==> src/rtl/usb_buffer_arbiter_pkg.sv <==
// Shared constants and types for the USB data buffer arbiter.
package usb_buffer_arbiter_pkg;

    // Core-side memory map of the USB peripheral.
    localparam logic [31:0] USB_CONTROL_REG_ADDR  = 32'h0000_1000;
    localparam logic [31:0] USB_DATA_BUFFER_BASE  = 32'h0000_2000;
    localparam int          USB_DATA_BUFFER_SIZE  = 1024;

    // The buffer is organised as 32-bit words.
    localparam int USB_BUFFER_WORDS         = USB_DATA_BUFFER_SIZE / 4;
    localparam int USB_BUFFER_ADDRESS_WIDTH = $clog2(USB_BUFFER_WORDS);

    // Buffer ownership; the TO_* states are the dead cycles between owners.
    typedef enum logic [1:0] {
        USB_OWNS  = 2'd0,
        TO_CORE   = 2'd1,
        CORE_OWNS = 2'd2,
        TO_USB    = 2'd3
    } own_state_t;

    // Which requester a pending read belongs to.
    typedef enum logic {
        SIDE_CORE = 1'b0,
        SIDE_USB  = 1'b1
    } side_t;

    // usb_packet_ready is high once the handoff to the core has begun.
    function automatic logic is_core_phase(input own_state_t s);
        return (s == TO_CORE) || (s == CORE_OWNS);
    endfunction

endpackage

==> src/rtl/usb_buffer_arbiter_if.sv <==
// Request/response bundle for the two buffer requesters (core and USB engine).
interface usb_buffer_arbiter_if
    import usb_buffer_arbiter_pkg::*;
#(
    parameter int ADDRESS_WIDTH = USB_BUFFER_ADDRESS_WIDTH
);
    logic                     core_valid;
    logic [ADDRESS_WIDTH-1:0] core_address;
    logic [3:0]               core_write_sections;
    logic [31:0]              core_write_value;
    logic                     core_ready;
    logic [31:0]              core_read_value;
    logic                     core_read_valid;

    logic                     usb_valid;
    logic [ADDRESS_WIDTH-1:0] usb_address;
    logic [3:0]               usb_write_sections;
    logic [31:0]              usb_write_value;
    logic                     usb_ready;
    logic [31:0]              usb_read_value;
    logic                     usb_read_valid;

    // Requesters side.
    modport master (
        output core_valid, core_address, core_write_sections, core_write_value,
        input  core_ready, core_read_value, core_read_valid,
        output usb_valid, usb_address, usb_write_sections, usb_write_value,
        input  usb_ready, usb_read_value, usb_read_valid
    );

    // Arbiter side.
    modport slave (
        input  core_valid, core_address, core_write_sections, core_write_value,
        output core_ready, core_read_value, core_read_valid,
        input  usb_valid, usb_address, usb_write_sections, usb_write_value,
        output usb_ready, usb_read_value, usb_read_valid
    );
endinterface

==> src/rtl/usb_buffer_ownership_fsm.sv <==
// Buffer ownership state machine: USB -> core on got_usb_packet, core -> USB
// on release_buffer, with a one-cycle dead state on each change.
module usb_buffer_ownership_fsm
    import usb_buffer_arbiter_pkg::*;
(
    input  logic       clk48,
    input  logic       reset,
    input  logic       got_usb_packet,
    input  logic       release_buffer,
    output own_state_t state,
    output logic       usb_packet_ready
);
    own_state_t r_state;
    own_state_t w_state_next;
    logic       r_usb_packet_ready;

    // Next-state logic; got_usb_packet has priority over release_buffer.
    always_comb begin
        w_state_next = r_state;
        case (r_state)
            USB_OWNS:  if (got_usb_packet) w_state_next = TO_CORE;
            TO_CORE:   w_state_next = CORE_OWNS;
            CORE_OWNS: if (release_buffer && !got_usb_packet) w_state_next = TO_USB;
            TO_USB:    w_state_next = USB_OWNS;
            default:   w_state_next = USB_OWNS;
        endcase
    end

    // State register and registered ownership flag.
    always_ff @(posedge clk48) begin
        if (reset) begin
            r_state            <= USB_OWNS;
            r_usb_packet_ready <= 1'b0;
        end else begin
            r_state            <= w_state_next;
            r_usb_packet_ready <= is_core_phase(w_state_next);
        end
    end

    assign state            = r_state;
    assign usb_packet_ready = r_usb_packet_ready;
endmodule

==> src/rtl/usb_buffer_arbiter.sv <==
// Grants the single buffer RAM port to the current owner, routes read data
// back to the requester that issued the read, and counts non-owner writes.
module usb_buffer_arbiter
    import usb_buffer_arbiter_pkg::*;
#(
    parameter int ADDRESS_WIDTH         = USB_BUFFER_ADDRESS_WIDTH,
    parameter int VIOLATION_COUNT_WIDTH = 8
)(
    input  logic                             clk48,
    input  logic                             reset,
    usb_buffer_arbiter_if.slave              bus,
    input  logic                             got_usb_packet,
    input  logic                             release_buffer,
    output logic                             usb_packet_ready,
    output logic [ADDRESS_WIDTH-1:0]         ram_address,
    output logic [3:0]                       ram_write_sections,
    output logic [31:0]                      ram_write_value,
    input  logic [31:0]                      ram_read_value,
    output logic [VIOLATION_COUNT_WIDTH-1:0] violation_count
);
    own_state_t                       w_state;
    logic                             w_core_grant;
    logic                             w_usb_grant;
    logic                             w_core_read;
    logic                             w_usb_read;
    logic                             w_core_violation;
    logic                             w_usb_violation;
    logic [VIOLATION_COUNT_WIDTH:0]   w_violation_sum;
    logic [VIOLATION_COUNT_WIDTH-1:0] w_violation_next;
    logic                             w_core_read_valid;
    logic                             w_usb_read_valid;
    logic [31:0]                      w_core_read_value;
    logic [31:0]                      w_usb_read_value;

    logic [ADDRESS_WIDTH-1:0]         r_last_address;
    logic                             r_pending_valid;
    side_t                            r_pending_side;
    logic [31:0]                      r_core_read_hold;
    logic [31:0]                      r_usb_read_hold;
    logic [VIOLATION_COUNT_WIDTH-1:0] r_violation_count;

    usb_buffer_ownership_fsm u_fsm (
        .clk48            (clk48),
        .reset            (reset),
        .got_usb_packet   (got_usb_packet),
        .release_buffer   (release_buffer),
        .state            (w_state),
        .usb_packet_ready (usb_packet_ready)
    );

    // Only the owner in a settled state is granted; transition states grant nobody.
    assign w_core_grant = bus.core_valid && (w_state == CORE_OWNS);
    assign w_usb_grant  = bus.usb_valid  && (w_state == USB_OWNS);
    assign w_core_read  = w_core_grant && (bus.core_write_sections == 4'b0000);
    assign w_usb_read   = w_usb_grant  && (bus.usb_write_sections  == 4'b0000);

    assign w_core_violation = bus.core_valid && (bus.core_write_sections != 4'b0000) && !w_core_grant;
    assign w_usb_violation  = bus.usb_valid  && (bus.usb_write_sections  != 4'b0000) && !w_usb_grant;

    // RAM port mux; the address parks on its last value when idle.
    always_comb begin
        ram_address        = r_last_address;
        ram_write_sections = 4'b0000;
        ram_write_value    = 32'h0000_0000;
        if (w_core_grant) begin
            ram_address        = bus.core_address;
            ram_write_sections = bus.core_write_sections;
            ram_write_value    = bus.core_write_value;
        end else if (w_usb_grant) begin
            ram_address        = bus.usb_address;
            ram_write_sections = bus.usb_write_sections;
            ram_write_value    = bus.usb_write_value;
        end
    end

    // Read data is steered by the tag captured when the read was granted.
    assign w_core_read_valid = r_pending_valid && (r_pending_side == SIDE_CORE);
    assign w_usb_read_valid  = r_pending_valid && (r_pending_side == SIDE_USB);
    assign w_core_read_value = w_core_read_valid ? ram_read_value : r_core_read_hold;
    assign w_usb_read_value  = w_usb_read_valid  ? ram_read_value : r_usb_read_hold;

    // Both sides can violate in the same cycle, so add up to two and saturate.
    assign w_violation_sum  = {1'b0, r_violation_count}
                            + (VIOLATION_COUNT_WIDTH+1)'(w_core_violation)
                            + (VIOLATION_COUNT_WIDTH+1)'(w_usb_violation);
    assign w_violation_next = w_violation_sum[VIOLATION_COUNT_WIDTH]
                            ? {VIOLATION_COUNT_WIDTH{1'b1}}
                            : w_violation_sum[VIOLATION_COUNT_WIDTH-1:0];

    // Address park, pending-read tag, read-data holds and violation counter.
    always_ff @(posedge clk48) begin
        if (reset) begin
            r_last_address    <= '0;
            r_pending_valid   <= 1'b0;
            r_pending_side    <= SIDE_CORE;
            r_core_read_hold  <= 32'h0000_0000;
            r_usb_read_hold   <= 32'h0000_0000;
            r_violation_count <= '0;
        end else begin
            r_last_address    <= ram_address;
            r_pending_valid   <= w_core_read || w_usb_read;
            r_pending_side    <= w_usb_read ? SIDE_USB : SIDE_CORE;
            r_core_read_hold  <= w_core_read_value;
            r_usb_read_hold   <= w_usb_read_value;
            r_violation_count <= w_violation_next;
        end
    end

    assign bus.core_ready      = w_core_grant;
    assign bus.usb_ready       = w_usb_grant;
    assign bus.core_read_valid = w_core_read_valid;
    assign bus.usb_read_valid  = w_usb_read_valid;
    assign bus.core_read_value = w_core_read_value;
    assign bus.usb_read_value  = w_usb_read_value;
    assign violation_count     = r_violation_count;
endmodule
==> src/flat_wrapper.sv <==
// flat-port wrapper written by rule: the top's interface ports become plain ports
module usb_buffer_arbiter_flat import usb_buffer_arbiter_pkg::*;
#(
    parameter int ADDRESS_WIDTH         = USB_BUFFER_ADDRESS_WIDTH,
    parameter int VIOLATION_COUNT_WIDTH = 8
)
  (clk48, reset, got_usb_packet, release_buffer, usb_packet_ready, ram_address, ram_write_sections, ram_write_value, ram_read_value, violation_count, bus_core_valid, bus_core_address, bus_core_write_sections, bus_core_write_value, bus_core_ready, bus_core_read_value, bus_core_read_valid, bus_usb_valid, bus_usb_address, bus_usb_write_sections, bus_usb_write_value, bus_usb_ready, bus_usb_read_value, bus_usb_read_valid);
  usb_buffer_arbiter_if #(.ADDRESS_WIDTH(ADDRESS_WIDTH)) bus_i ();
  input  logic clk48;
  input  logic reset;
  input  logic got_usb_packet;
  input  logic release_buffer;
  output logic usb_packet_ready;
  output logic [ADDRESS_WIDTH-1:0] ram_address;
  output logic [3:0] ram_write_sections;
  output logic [31:0] ram_write_value;
  input  logic [31:0] ram_read_value;
  output logic [VIOLATION_COUNT_WIDTH-1:0] violation_count;
  input wire logic [$bits(bus_i.core_valid)-1:0] bus_core_valid;
  input wire logic [$bits(bus_i.core_address)-1:0] bus_core_address;
  input wire logic [$bits(bus_i.core_write_sections)-1:0] bus_core_write_sections;
  input wire logic [$bits(bus_i.core_write_value)-1:0] bus_core_write_value;
  output wire logic [$bits(bus_i.core_ready)-1:0] bus_core_ready;
  output wire logic [$bits(bus_i.core_read_value)-1:0] bus_core_read_value;
  output wire logic [$bits(bus_i.core_read_valid)-1:0] bus_core_read_valid;
  input wire logic [$bits(bus_i.usb_valid)-1:0] bus_usb_valid;
  input wire logic [$bits(bus_i.usb_address)-1:0] bus_usb_address;
  input wire logic [$bits(bus_i.usb_write_sections)-1:0] bus_usb_write_sections;
  input wire logic [$bits(bus_i.usb_write_value)-1:0] bus_usb_write_value;
  output wire logic [$bits(bus_i.usb_ready)-1:0] bus_usb_ready;
  output wire logic [$bits(bus_i.usb_read_value)-1:0] bus_usb_read_value;
  output wire logic [$bits(bus_i.usb_read_valid)-1:0] bus_usb_read_valid;
  assign bus_i.core_valid = bus_core_valid;
  assign bus_i.core_address = bus_core_address;
  assign bus_i.core_write_sections = bus_core_write_sections;
  assign bus_i.core_write_value = bus_core_write_value;
  assign bus_core_ready = bus_i.core_ready;
  assign bus_core_read_value = bus_i.core_read_value;
  assign bus_core_read_valid = bus_i.core_read_valid;
  assign bus_i.usb_valid = bus_usb_valid;
  assign bus_i.usb_address = bus_usb_address;
  assign bus_i.usb_write_sections = bus_usb_write_sections;
  assign bus_i.usb_write_value = bus_usb_write_value;
  assign bus_usb_ready = bus_i.usb_ready;
  assign bus_usb_read_value = bus_i.usb_read_value;
  assign bus_usb_read_valid = bus_i.usb_read_valid;
  usb_buffer_arbiter #(.ADDRESS_WIDTH(ADDRESS_WIDTH), .VIOLATION_COUNT_WIDTH(VIOLATION_COUNT_WIDTH)) u_core (.clk48(clk48), .reset(reset), .bus(bus_i), .got_usb_packet(got_usb_packet), .release_buffer(release_buffer), .usb_packet_ready(usb_packet_ready), .ram_address(ram_address), .ram_write_sections(ram_write_sections), .ram_write_value(ram_write_value), .ram_read_value(ram_read_value), .violation_count(violation_count));
endmodule
==> config.mk <==
export PLATFORM = sky130hd
export DESIGN_NAME = usb_buffer_arbiter_flat
export DESIGN_NICKNAME = d
export VERILOG_FILES = /design/src/rtl/usb_buffer_arbiter_pkg.sv /design/src/rtl/usb_buffer_arbiter_if.sv /design/src/rtl/usb_buffer_ownership_fsm.sv /design/src/rtl/usb_buffer_arbiter.sv /design/src/flat_wrapper.sv
export SDC_FILE = /design/constraint.sdc
export NUM_CORES = 1
export LEC_CHECK = 0
export CAP_MARGIN = 20
export CORE_MARGIN = 10
export CORE_UTILIZATION = 34
export DETAILED_ROUTE_END_ITERATION = 10
export PLACE_DENSITY = 0.75
export SKIP_LAST_GASP = 1
export SLEW_MARGIN = 10
export SYNTH_ARGS = -nofsm -noshare
export SYNTH_HDL_FRONTEND = slang
export SYNTH_HIERARCHICAL = 1
export SYNTH_SLANG_ARGS = --single-unit
==> constraint.sdc <==
create_clock -name clk48 -period 2.26 [get_ports clk48]
set_input_delay 0.452 -clock clk48 [delete_from_list [all_inputs] [get_ports clk48]]
set_output_delay 0.452 -clock clk48 [all_outputs]
set_load 0.03 [all_outputs]
# After elaboration in Yosys (flattened, before gate mapping)
# Cells that the tools add are included.
# op_classes
n_addsub	2
eq_ne	5
n_mux	13
bitwise_logic	1
reduce_logical	21
# ops
operator	count
$mux W32	4
$mux W8	3
$logic_and A1 B1 Y1	11
$add A8 B1 Y9	1
$add A9 B1 Y9	1
$logic_not A4 Y1	2
$mux W4	2
$pmux W2 S4	1
$reduce_bool A4 Y1	2
$eq A2 B2 Y1 const B	3
$eq A2 B1 Y1 const B	2
$mux W2	2
$logic_not A1 Y1	3
$logic_not A2 Y1	1
$logic_or A1 B1 Y1	2
$mux W1	1
$not A1 Y1	1
# word_totals
register_bits	85
input_bits	126
out_inout_bits	121

# Longest topological paths before layout
# logic_depth
ltp_word	7
ltp_mapped	9
depth_no_buf	8

# Cells and area by module
# The synthesis kept the hierarchy.
# by_module_without_submodules
module	instances	cells_each	area_each_um2
usb_buffer_arbiter	1	361	3836.2
usb_buffer_ownership_fsm	1	15	148.9

# Least setup slack after synthesis
# No wires, ideal clock.
# synth_path
kind	input-to-reg
startpoint	input port bus_usb_write_sections[2]
endpoint	register u_core.r_violation_count[6], in the netlist u_core/violation_count[6]
setup_time_ns	0.078
arrival_ns	2.107
required_time_ns	2.182
slack_ns	0.075
cell_stages	8
n_path_buf	0
path_cell_list	or4_1 -> nand3_1 -> fa_1 -> inv_1 -> ha_1 -> and3_1 -> and4_1 -> nor3_1
# synth_between
elab_chain_len	5
# synth_lines
element	line_no	text
from (decl)	flat_wrapper.sv:28	input wire logic [$bits(bus_i.usb_write_sections)-1:0] bus_usb_write_sections;
$reduce_bool A4 Y1	usb_buffer_arbiter.sv:58	assign w_usb_violation = bus.usb_valid && (bus.usb_write_sections != 4'b0000) && !w_usb_grant;
$logic_and A1 B1 Y1 (2 in a row)	usb_buffer_arbiter.sv:58	
$add A9 B1 Y9	usb_buffer_arbiter.sv:85	+ (VIOLATION_COUNT_WIDTH+1)'(w_usb_violation);
$mux W8	usb_buffer_arbiter.sv:87	? {VIOLATION_COUNT_WIDTH{1'b1}}
to (signal assigned)	usb_buffer_arbiter.sv:105	r_violation_count <= w_violation_next;
to (decl)	usb_buffer_arbiter.sv:40	logic [VIOLATION_COUNT_WIDTH-1:0] r_violation_count;
# No other way between the ends.
# A chain may end at the register's enable or synchronous reset.

# Worst setup path after layout
# layout_path
startpoint	input port bus_usb_write_sections[0]
endpoint	register u_core.r_violation_count[6], in the netlist u_core/violation_count[6]
# Same word-level chain as after synthesis.

==> flow_summary_export.csv <==
group,metric,value,unit
timing,fin_crit,2.27,ns
final_layout,finalNetCount,768,
critical_path,worstSetupStartpointType,"primary input",
routing,routedWlPerCell,20.2,um
critical_path,crit_path_end_kind,"register",
routing,route.detailed.drc,0,
timing,finalHoldViolations,0,
pwr,total_power,4840,uW
synthesis,synth_fp_nets,506,
final_layout,num-fill-cells,933,
timing,fin_crit_sh,100,%
placement,portBuffers,246,
global_route,antenna_found_initial,2,
global_route,grt_use_total,18.2,%
timing,tightest_slew,0.588,ns
synthesis,synth.area.top_cells,"dfxtp_1, mux2_2, nor2b_1, a22o_1, a211oi_2",
pwr,intPower,3390,uW
pwr,p_comb_share,35.0,%
synthesis,syn_inst,376,
clock_tree,cts_tree,"yes",
synthesis,synth-edff-count,0,
floorplanning,coreArea,11500,um2
final_layout,utilization,63.5,%
final_layout,syn_to_final_growth,82.8,%
synthesis,syn_avg_cell_area,10.6,um2
synthesis,seq_area_frac_synth,42.7,%
routing,viasPerCell,4.97,
timing,holdWs,0.528,ns
clock_tree,cts_root_buf,"clkbuf_16",
synthesis,synth_cell_type_count,42,
run,cap_violations,0,
timing,fin_ws,-0.00788,ns
floorplanning,num_rows,39,
floorplanning,die_area,16500,um2
routing,drt_iter0_drc,131,
critical_path,worstSetupPathType,"in2reg",
timing,drv_slew,0,
synthesis,async_flop_share,0,%
routing,wl,15900,um
worst_hold_path,hp-class,"reg2reg",
outcome,outcome,"complete, but fails checks",
floorplanning,start_util,34.8,%
floorplanning,die_y,128,um
clock_tree,clk_pin_slew_worst_paths,0.06,ns
synthesis,ys.flop_type,"dfxtp_1",
pwr,switching_share,30.1,%
pwr,seq_power_share,32.9,%
worst_hold_path,min_from,"u_core/violation_count[7]",
pwr,switchingPower,1460,uW
critical_path,r2r_start,"u_core/u_fsm/state[0]",
pwr,powerDensity,665,nW/um2
clock_tree,cts_sinks,85,
routing,firstDrtPassIters,4,
clock_tree,cts_inserted_buffers,9,
pwr,p_clk_share,32.2,%
synthesis,yosys.area.top_type,"dfxtp_1",
timing,tns,-0.0155,ns
final_layout,final_layout_size_suffix_gt1_share,35.8,%
clock_tree,htreeDepth,3,
placement,dp_hpwl,12400,um
synthesis,synth-seq-cells,85,
placement,gp_congestion,0.853,
pwr,leakage,0.00331,uW
placement,postPlaceCellArea,6760,um2
timing,slew_headroom,60.8,%
final_layout,final_cell_area,7290,um2
critical_path,worstPathMaxFanout,5,
timing,rsz0062_at_grt,"true",
critical_path,crit_start,"bus_usb_write_sections[0]",
timing,setup_violations,2,
global_route,grt_pass1_vias,4226,
timing,fin_skew,0.00579,ns
global_route,grt_max_degree,34,
global_route,grt-ovfl-total,0,
outcome,violations,"setup timing",
critical_path,cp.arrival,2.53,ns
timing,fmax,441,MHz
clock_tree,ctsLongestPathBuffers,2,
critical_path,required,2.52,ns
synthesis,syn_area,3990,um2
synthesis,synth_warnings,6,
floorplanning,num_io_pins,247,
global_route,grt_first_pass_wirelength,23500,um
routing,via_count,3915,
clock_tree,clock_latency,0.33,ns
synthesis,netlist.area_leader.share,42.7,%
clock_tree,hold_buffers,0,
floorplanning,die_w,128,um
pwr,ir_drop,0.535,mV
routing,ant_nets,0,
final timing paths:
kind	cells after the start	slack [ns]	end
setup / recovery	9	-0.008	u_core/violation_count[6]
hold / removal	2	0.53	u_core/violation_count[7]
setup reg to reg	9	0.13	u_core/violation_count[6]
hold reg to reg	2	0.53	u_core/violation_count[7]
cell families after synthesis:
| kind of cell | after synthesis | share of synthesized area [%] |
|---|---|---|
| compound gates | 56 | 12.0 |
| xor+xnor | 1 | 0.220 |
| fa+ha+maj | 4 | 1.44 |
| buf+inv | 36 | 4.96 |
| flops | 85 | 42.7 |
| mux | 65 | 18.5 |
| simple gates | 129 | 20.2 |
sequential cells by signal, summed over array words and instances (netlist names):
signal                         cells
u_core/r_last_address              8
u_core/r_usb_read_hold            32
u_core/r_core_read_hold           32
u_core/violation_count             8
u_core/u_fsm/usb_packet_ready      1
u_core/u_fsm/state                 2
u_core/r_pending_valid             1
u_core/r_pending_side              1
final cells by class:
| cell class | count | area, um2 | area share, % |
|---|---|---|---|
| antenna | 2 | 5.00 | 0.0687 |
| multi-input combinational | 255 | 2210 | 30.4 |
| sequential | 85 | 1710 | 23.4 |
| inverter | 10 | 45.0 | 0.618 |
| tap | 143 | 179 | 2.46 |
| clock buffer | 11 | 233 | 3.19 |
| timing repair buffer | 277 | 2820 | 38.7 |
| clock inverter | 5 | 82.6 | 1.13 |
timing repair:
item,CTS,global route
pin swaps,11,1
gates resized for setup,66,42
endpoints found under the setup margin,86,49
buffers inserted,3,2
cloned,3,1
cell usage after synthesis (2+ instances only):
master    count
a21oi_1       4
and4_1        2
mux2_2       64
nand2_1       3
a211oi_1      2
a22o_1       36
dfxtp_1      85
ha_1          3
buf_4         2
or4_1         2
buf_6         6
inv_2         2
nand2b_1      2
a31oi_1       4
nor4bb_1      5
nor2_1       20
clkbuf_1     10
nor2b_1      65
inv_1         8
a211oi_2      7
nor3_1       12
nand3_1       4
and4bb_2      3
buf_2         7
critical path, cell delays in order:
cell and delay [ns]:
clkdlybuf4s50_1 0.46, or4_4 0.51, nand3_2 0.11, fa_2 0.21, inv_1 0.06, ha_2 0.19
and3_4 0.20, and4_1 0.20, nor3_2 0.15
metal layers:
layer | up-vias | part of all wire (%) | GRT usage, %
li1 | 1862 | - | -
met1 | 1835 | 35 | 17.7
met2 | 190 | 52 | 32.2
met3 | 28 | 10 | 7.65
met4 | 0 | 3.2 | 9.27
met5 | - | 0 | 0
cell usage in the layout, fill, tap and decap left out, types with 4 or more instances in the layout:
master / instances
clkdlybuf4s50_1: 129
dfxtp_1: 84
buf_4: 66
nor2b_1: 65
mux2_2: 64
a22o_1: 34
dlygate4sd2_1: 31
buf_12: 25
nor2_1: 18
clkbuf_2: 12
nor3_1: 11
clkbuf_16: 10
buf_6: 9
inv_1: 8
a211oi_4: 5
nor4bb_2: 4
a31oi_1: 4
a21oi_1: 4
power groups by stage:
stage               combinational (uW)  sequential, uW  clock [uW]
finish                            1690            1590        1560
global route                      1780            1600        1680
CTS                               1670            1590        1610
detailed placement                1550            1620           0
global placement                  1530            1620           0
floorplan                          725            1650           0
metrics by stage:
stage          instances  setup WS, ns
4_1_cts              784     -0.000602
3_3_place_gp         762        -0.395
3_5_place_dp         762        -0.477
6_report             788      -0.00788
5_1_grt              788       -0.0452
2_1_floorplan        376        0.0748
(Power assumes the default switching activity.)
